==> src/rtl/dac_pkg.sv <==
// Shared types and helpers for the SPI DAC serializer.
package dac_pkg;

    typedef enum logic [1:0] {
        IDLE,
        SETUP,
        SHIFT
    } dac_state_t;

    // Cycles with cs_n low for one frame: setup phase plus two phases per bit.
    function automatic int unsigned frame_len(input int unsigned clk_div,
                                              input int unsigned dac_width);
        return clk_div * (2 * dac_width + 1);
    endfunction

endpackage

==> src/rtl/dac_quantiser.sv <==
// Round-half-up, positive saturation and offset-binary conversion of a signed sample.
module dac_quantiser #(
    parameter int unsigned IN_WIDTH  = 24,
    parameter int unsigned DAC_WIDTH = 12
) (
    input  logic signed [IN_WIDTH-1:0]  i_data,
    output logic        [DAC_WIDTH-1:0] o_word
);

    localparam int unsigned SHIFT_BITS = IN_WIDTH - DAC_WIDTH;
    localparam logic [IN_WIDTH:0] HALF = (IN_WIDTH + 1)'(1) << (SHIFT_BITS - 1);

    logic [IN_WIDTH:0]    sum;
    logic [DAC_WIDTH:0]   shifted;
    logic [DAC_WIDTH-1:0] sat;

    // Sign-extend by one bit so the rounding add cannot wrap; the top DAC_WIDTH+1 bits
    // are the arithmetic right shift. Only positive overflow is reachable.
    always_comb begin
        sum     = {i_data[IN_WIDTH-1], i_data} + HALF;
        shifted = sum[IN_WIDTH -: DAC_WIDTH + 1];
        if (!shifted[DAC_WIDTH] && shifted[DAC_WIDTH-1]) begin
            sat = {1'b0, {(DAC_WIDTH - 1){1'b1}}};
        end else begin
            sat = shifted[DAC_WIDTH-1:0];
        end
        o_word = {~sat[DAC_WIDTH-1], sat[DAC_WIDTH-2:0]};
    end

endmodule

==> src/rtl/dac_spi_serializer.sv <==
// Samples the generator output on a fixed timer and shifts it MSB-first to an SPI DAC.
module dac_spi_serializer
    import dac_pkg::*;
#(
    parameter int unsigned IN_WIDTH     = 24,
    parameter int unsigned DAC_WIDTH    = 12,
    parameter int unsigned CLK_DIV      = 2,
    parameter int unsigned SAMPLE_DIV   = 64,
    parameter bit          TIMING_CHECK = 1'b1
) (
    input  logic                       i_clk,
    input  logic                       i_res,
    input  logic signed [IN_WIDTH-1:0] i_data,
    input  logic                       i_en,
    output logic                       o_sclk,
    output logic                       o_mosi,
    output logic                       o_cs_n,
    output logic                       o_busy,
    output logic                       o_sample,
    output logic                       o_overrun
);

    localparam int unsigned TW  = (SAMPLE_DIV > 1) ? $clog2(SAMPLE_DIV) : 1;
    localparam int unsigned DCW = (CLK_DIV > 1) ? $clog2(CLK_DIV) : 1;
    localparam int unsigned BW  = $clog2(DAC_WIDTH);

    // Guarantee at least CLK_DIV cycles of cs_n high between frames.
    if (TIMING_CHECK && (SAMPLE_DIV < frame_len(CLK_DIV, DAC_WIDTH) + CLK_DIV)) begin : g_bad_timing
        $error("SAMPLE_DIV too small for one frame plus CLK_DIV idle cycles");
    end

    dac_state_t           state_q, state_d;
    logic [TW-1:0]        cnt_q, cnt_d;
    logic                 en_q;
    logic [DCW-1:0]       div_q, div_d;
    logic [BW-1:0]        bit_q, bit_d;
    logic [DAC_WIDTH-1:0] shreg_q, shreg_d;
    logic                 sclk_q, sclk_d, mosi_q, mosi_d, cs_n_q, cs_n_d;
    logic                 busy_q, busy_d, sample_q, sample_d, overrun_q, overrun_d;
    logic                 tick, div_last;
    logic [DAC_WIDTH-1:0] word;

    dac_quantiser #(
        .IN_WIDTH (IN_WIDTH),
        .DAC_WIDTH(DAC_WIDTH)
    ) u_quant (
        .i_data(i_data),
        .o_word(word)
    );

    // Sample timer: restarts from 0 one cycle after i_en rises, held at 0 while disabled.
    always_comb begin
        tick  = en_q && i_en && (cnt_q == TW'(SAMPLE_DIV - 1));
        cnt_d = '0;
        if (en_q && i_en && !tick) begin
            cnt_d = cnt_q + TW'(1);
        end
    end

    // Timer state register.
    always_ff @(posedge i_clk or negedge i_res) begin
        if (!i_res) begin
            cnt_q <= '0;
            en_q  <= 1'b0;
        end else begin
            cnt_q <= cnt_d;
            en_q  <= i_en;
        end
    end

    // Frame FSM next state and registered SPI outputs.
    always_comb begin
        state_d   = state_q;
        div_d     = div_q;
        bit_d     = bit_q;
        shreg_d   = shreg_q;
        sclk_d    = sclk_q;
        mosi_d    = mosi_q;
        cs_n_d    = cs_n_q;
        busy_d    = busy_q;
        sample_d  = 1'b0;
        overrun_d = overrun_q;
        div_last  = (div_q == DCW'(CLK_DIV - 1));

        if (tick && (state_q != IDLE)) begin
            overrun_d = 1'b1;
        end

        unique case (state_q)
            IDLE: begin
                if (tick) begin
                    state_d  = SETUP;
                    shreg_d  = word;
                    mosi_d   = word[DAC_WIDTH-1];
                    cs_n_d   = 1'b0;
                    busy_d   = 1'b1;
                    sample_d = 1'b1;
                    div_d    = '0;
                end
            end
            SETUP: begin
                if (div_last) begin
                    state_d = SHIFT;
                    sclk_d  = 1'b1;
                    div_d   = '0;
                    bit_d   = '0;
                end else begin
                    div_d = div_q + DCW'(1);
                end
            end
            SHIFT: begin
                if (!div_last) begin
                    div_d = div_q + DCW'(1);
                end else begin
                    div_d = '0;
                    if (sclk_q) begin
                        // Falling edge: present the next bit for the following rise.
                        sclk_d  = 1'b0;
                        shreg_d = {shreg_q[DAC_WIDTH-2:0], 1'b0};
                        mosi_d  = shreg_q[DAC_WIDTH-2];
                    end else if (bit_q == BW'(DAC_WIDTH - 1)) begin
                        state_d = IDLE;
                        cs_n_d  = 1'b1;
                        busy_d  = 1'b0;
                        mosi_d  = 1'b0;
                    end else begin
                        sclk_d = 1'b1;
                        bit_d  = bit_q + BW'(1);
                    end
                end
            end
            default: state_d = IDLE;
        endcase
    end

    // Frame FSM and output registers.
    always_ff @(posedge i_clk or negedge i_res) begin
        if (!i_res) begin
            state_q   <= IDLE;
            div_q     <= '0;
            bit_q     <= '0;
            shreg_q   <= '0;
            sclk_q    <= 1'b0;
            mosi_q    <= 1'b0;
            cs_n_q    <= 1'b1;
            busy_q    <= 1'b0;
            sample_q  <= 1'b0;
            overrun_q <= 1'b0;
        end else begin
            state_q   <= state_d;
            div_q     <= div_d;
            bit_q     <= bit_d;
            shreg_q   <= shreg_d;
            sclk_q    <= sclk_d;
            mosi_q    <= mosi_d;
            cs_n_q    <= cs_n_d;
            busy_q    <= busy_d;
            sample_q  <= sample_d;
            overrun_q <= overrun_d;
        end
    end

    assign o_sclk    = sclk_q;
    assign o_mosi    = mosi_q;
    assign o_cs_n    = cs_n_q;
    assign o_busy    = busy_q;
    assign o_sample  = sample_q;
    assign o_overrun = overrun_q;

endmodule
==> config.mk <==
export PLATFORM = sky130hd
export DESIGN_NAME = dac_spi_serializer
export DESIGN_NICKNAME = d
export VERILOG_FILES = /design/src/rtl/dac_pkg.sv /design/src/rtl/dac_quantiser.sv /design/src/rtl/dac_spi_serializer.sv
export SDC_FILE = /design/constraint.sdc
export NUM_CORES = 1
export LEC_CHECK = 0
export BUFFER_PORTS_ARGS = -buffer_cell sky130_fd_sc_hd__buf_2
export CAP_MARGIN = 15
export CORE_MARGIN = 2
export CORE_UTILIZATION = 40
export CTS_CLUSTER_SIZE = 28
export DETAILED_ROUTE_END_ITERATION = 6
export PLACE_DENSITY = 0.61
export SLEW_MARGIN = 0
export SYNTH_ARGS = -nofsm -noshare
export SYNTH_HDL_FRONTEND = slang
export SYNTH_HIERARCHICAL = 1
export SYNTH_SLANG_ARGS = --single-unit
==> constraint.sdc <==
create_clock -name i_clk -period 3.6 [get_ports i_clk]
set_input_delay 0 -clock i_clk [delete_from_list [all_inputs] [get_ports i_clk]]
set_output_delay 0 -clock i_clk [all_outputs]
set_load 0.02 [all_outputs]
# Yosys cells after proc, flatten, opt, wreduce, memory -nomap -nowiden
# Cells that the tools add are included.
# totals
latch_bits,0
mem_bits_ro,0
mem_count,0
output_inout_bits,6
register_bits,31
ramBits,0
elab_cells,89
# op_classes
n_reduce_logical,20
add_sub_neg,4
div_mod_pow,0
n_shift,0
multipliers,0
bitwise,1
eq_ne,12
muxes,40
n_lt_le_gt_ge,0
# ops
op,n
11-bit two-way mux,3
24-bit by 13-bit adder with 25-bit output (second input constant),1
11-bit case mux with 2 select lines,1
1-bit two-way mux,18
4-bit two-way mux,4
5-bit AND reduction,3
2-bit != test (second input constant),7
12-bit two-way mux,1
2-bit two-way mux,5
1-bit case mux with 2 select lines,5
4-bit case mux with 2 select lines,1
4-bit AND reduction,2
2-bit nonzero test,4
6-bit by 1-bit adder with 6-bit output (second input constant),1
6-bit == test (second input constant),1
6-bit two-way mux,1
2-bit case mux with 3 select lines,1
1-bit logical AND,5
4-bit by 1-bit adder with 4-bit output (second input constant),1
4-bit == test (second input constant),1
3-bit != test (second input constant),1
3-bit AND reduction,1
2-bit by 1-bit == test with 1-bit output (second input constant),1
2-bit == test (second input constant),1
other kinds (6),7

# Depth between registers and ports, before layout
# depth
ltp_word,7
depth_mapped,8

# By module
# Netlist, hierarchy kept.
# by_module_without_submodules
module,cells_per_inst,area_per_inst_um2,instances
dac_spi_serializer,141,1656.6,1
dac_quantiser,53,371.6,1

# Worst setup path before layout
# Ideal clock, no wire load.
# synth_path
kind,register to register
startpoint,register state_q[0]
endpoint,register shreg_q[10]
n_path_buf,2
period_less_slack_ps,1837
path_slack_ps,1763
arrival_ps,1712
required_ps,3475
path_stages_with_launch,7
cell_sequence,dfrtp_1 -> inv_1 -> ha_1 -> buf_4 -> clkbuf_1 -> mux2_2 -> mux2_4
# synth_via
elab_chain_cells,3
# synth_lines
element,line_no,rtl
start: declaration,dac_spi_serializer.sv:32,"dac_state_t state_q, state_d;"
start signal: assignment,dac_spi_serializer.sv:150,state_q <= state_d;
2-bit == test / 2-bit logical NOT (equally long branches),dac_spi_serializer.sv:89,unique case (state_q)
2-bit != test (no source line) / 2-bit nonzero test (equally long branches),--,
4-bit AND reduction (no source line),--,
end signal: assignment,dac_spi_serializer.sv:153,shreg_q <= shreg_d;
end: declaration,dac_spi_serializer.sv:37,"logic [DAC_WIDTH-1:0] shreg_q, shreg_d;"
# Parallel ways exist; a longest one is shown, timed or not.
# A chain may end at the register's enable or synchronous reset.

# Worst setup path in the final report
# layout_path
startpoint,register state_q[0]
endpoint,register shreg_q[1]
# Same word-level chain as after synthesis.

==> key figures <==
Outcome
  • Status: finished clean

Power
  • Sequential share of power: 52.7%
  • Power Density: approximately 300 nW/um^2
  • Static leakage: between 0.9 and 1 nW
  • Logic gate share of total power: about 9.9%
  • Worst VDD drop: slightly below 0.0002 V
  • Clock power share: a little under two fifths
  • Pwr Total: a little under 700 uW
  • Switching Fraction: roughly a quarter
  • P_sw: 162 uW
  • Pint: between 500 and 600 uW

Clocking
  • Max Root-Sink Buffers: 2
  • Root buffer cell: clkbuf_8
  • TritonCTS clock tree: built
  • Setup Buffers After CTS: 0
  • Clock Pin Slew Worst Setup and Hold Paths: about 0.06 ns
  • # resized after CTS: 0
  • H-Tree Depth: 2
  • Skew-Pair Late Insertion Delay: roughly 0.28 ns
  • Clock Sinks: 31
  • Cts hold-fix bufs: 2
  • CTS Buf Count: 5

Finish
  • # fillers: around 500
  • # nets final: 252
  • Share of cells above drive strength 1: between 20 and 30%
  • Ant. Diodes: 0
  • Final Util: between 40% and 50%
  • P&R area growth vs syn: 11.6%

GRT
  • Largest net degree at the start of global routing: 32
  • First-pass GRT wire length: 6.42 mm
  • Initial antenna violation count: 0
  • Grt ovf: 0
  • Number of global-route vias before repair: 1,422
  • Gr usage total: between 15 and 20%

Yosys
  • Most used flip-flop cell after synthesis: dfrtp_1
  • Post-Synthesis Cell Area: a little over 2000 um^2
  • Syn Inst Count: just under 200
  • Post-synthesis sequential area ratio: 38.3%
  • Top-area cell type share of the netlist area: 37.0%
  • Synth top cells by count: dfrtp_1 (30), mux2_2 (14), a21oi_1 (13)
  • Area leader, netlist: dfrtp_1
  • Largest cells by area after synthesis: dfrtp_1 (37%), mux2_2 (7.8%), mux2_4 (6.7%)
  • Post-synth EDFFs: 0
  • Most frequent cell after synthesis: dfrtp_1
  • Ys async rst share: 100%
  • Yosys reg bits: 31
  • Synth cell types: 53
  • Syn nets: between 200 and 250
  • Synth warnings: 6
  • Post-synthesis average cell area: roughly 10 um^2

Route
  • DR pass1 iterations: 4
  • Antenna Nets Post-Route: 0
  • DR DRC count: 0
  • Drt total wl: between 3 and 4 mm
  • Wire per inst: between 10 and 15 um
  • Vias per cell: 5.22
  • Routed vias: 1,488
  • First DRT Iteration DRCs: 48

Hold path
  • Worst hold path type: primary input to flop

Timing
  • Setup tns final: 0 ns
  • Final worst-path cycle share: 60.7%
  • Final Hold Fails: 0
  • RSZ-0062 raised after global routing: false
  • Slew @ Worst Pin: approximately 0.68 ns
  • Fmax: 0.458 GHz
  • Slew margin rel.: roughly 55%
  • Minimum clock period: 2.19 ns
  • Slew Viols, Final: 0
  • Final setup fails: 0
  • Clock skew: about 0.008 ns

Die
  • Site Rows: 25
  • Core area: just under 5000 um^2
  • Die Area: approximately 5700 um^2
  • Die Y: ~75 um
  • I/O pins: 33
  • Initial Utilization: between 40% and 50%
  • Die Span X: around 75 um

Placement
  • IO buf count: 21
  • Placer congestion estimate: around 0.8
  • Detail Placement HPWL: about 2.7 mm

Setup path
  • Data arrival, critical path: around 2.4 ns
  • Setup CP Type: flop to flop
  • Critical path peak fanout: 13
  • Critical Path Start Type: flop
  • Crit path required time: approximately 3.8 ns
  • Crit. End Element: flop

Job
  • Max_cap viols: 0
[per-stage QoR]
step	hold WS, ns	worst slack (ns)	area (um^2)	std cells
after global placement	0.0825	1.42	2160	275
final	0.245	1.41	2260	285
after detailed placement	0.0893	1.44	2160	275
after CTS	0.231	1.40	2260	285
after global routing	0.298	1.21	2260	285
after floorplan	-0.296	1.76	2030	194
[area by class of cell]
| cell class | count | area (um^2) | share of cell area, % |
|---|---|---|---|
| Multi-Input combinational cell | 144 | 1150 | 50.7 |
| Sequential cell | 31 | 777 | 34.3 |
| Timing Repair Buffer | 24 | 133 | 5.86 |
| Tap cell | 67 | 83.8 | 3.70 |
| Clock buffer | 7 | 76.3 | 3.37 |
| Inverter | 11 | 41.3 | 1.82 |
| Clock inverter | 1 | 5.00 | 0.221 |
[power groups by stage]
stage | Sequential, mW | Clock, mW | Combinational [mW]
6_report | 0.362 | 0.257 | 0.0679
5_1_grt | 0.363 | 0.281 | 0.0769
4_1_cts | 0.362 | 0.267 | 0.0685
3_5_place_dp | 0.368 | 0 | 0.0664
3_3_place_gp | 0.368 | 0 | 0.0660
2_1_floorplan | 0.367 | 0 | 0.0389
[routing by layer]
layer  vias up  GRT usage [%]  share of wire [%]
met3         4           4.28                3.6
met4         0           5.46               0.69
met5         -              0                  0
met2        30           21.8                 42
met1       692           21.4                 54
li1        762              -                  -
[sequential cells by signal (all words and copies together) (netlist names)]
| name | count |
|---|---|
| bit_q | 4 |
| cnt_q | 6 |
| div_last | 1 |
| en_q | 1 |
| o_busy | 1 |
| o_cs_n | 1 |
| o_mosi | 1 |
| o_overrun | 1 |
| o_sample | 1 |
| o_sclk | 1 |
| shreg_q | 11 |
| state_q | 2 |
[worst max-delay path, stage by stage, from the launching register on]
cell      delay [ns]
dfrtp_1         0.41
inv_1           0.12
ha_1            0.46
nand3_1         0.21
a21boi_4        0.48
mux2_2          0.39
[final timing paths]
path                            cells after the start    endpoint  startpoint  slack (ns)
worst max-delay path                                5  shreg_q[1]  state_q[0]        1.41
min in group asynchronous                           2    cnt_q[4]       i_res        0.29
worst min-delay path                                5  shreg_q[0]  i_data[14]        0.25
worst max register to register                      5  shreg_q[1]  state_q[0]        1.41
max in group asynchronous                           2  shreg_q[1]       i_res        2.87
worst min register to register                      1    cnt_q[0]    cnt_q[0]        0.47
[placed cells by master (no fill, tap or decap), types with 4 or more instances in the layout]
| cell type | synthesis | final |
|---|---|---|
| mux2_2 | 14 | 14 |
| nand2_1 | 11 | 11 |
| ha_1 | 8 | 8 |
| a31oi_1 | 7 | 7 |
| buf_2 | 4 | 21 |
| a21oi_1 | 13 | 13 |
| clkbuf_8 | 0 | 5 |
| nor2_1 | 8 | 8 |
| o21ai_0 | 11 | 11 |
| xnor2_1 | 4 | 4 |
| nand3_1 | 6 | 6 |
| dfrtp_1 | 30 | 30 |
| mux2_4 | 9 | 9 |
| and3_1 | 4 | 4 |
| inv_1 | 11 | 11 |
[kinds of logic after synthesis]
group,share of synthesized area (%)
xor+xnor,3.02
compound gates,17.5
mux,14.4
simple gates,16.7
buf+inv,5.12
flops,38.3
fa+ha+maj,4.94
No activity file was read; power rests on OpenSTA's default activity.
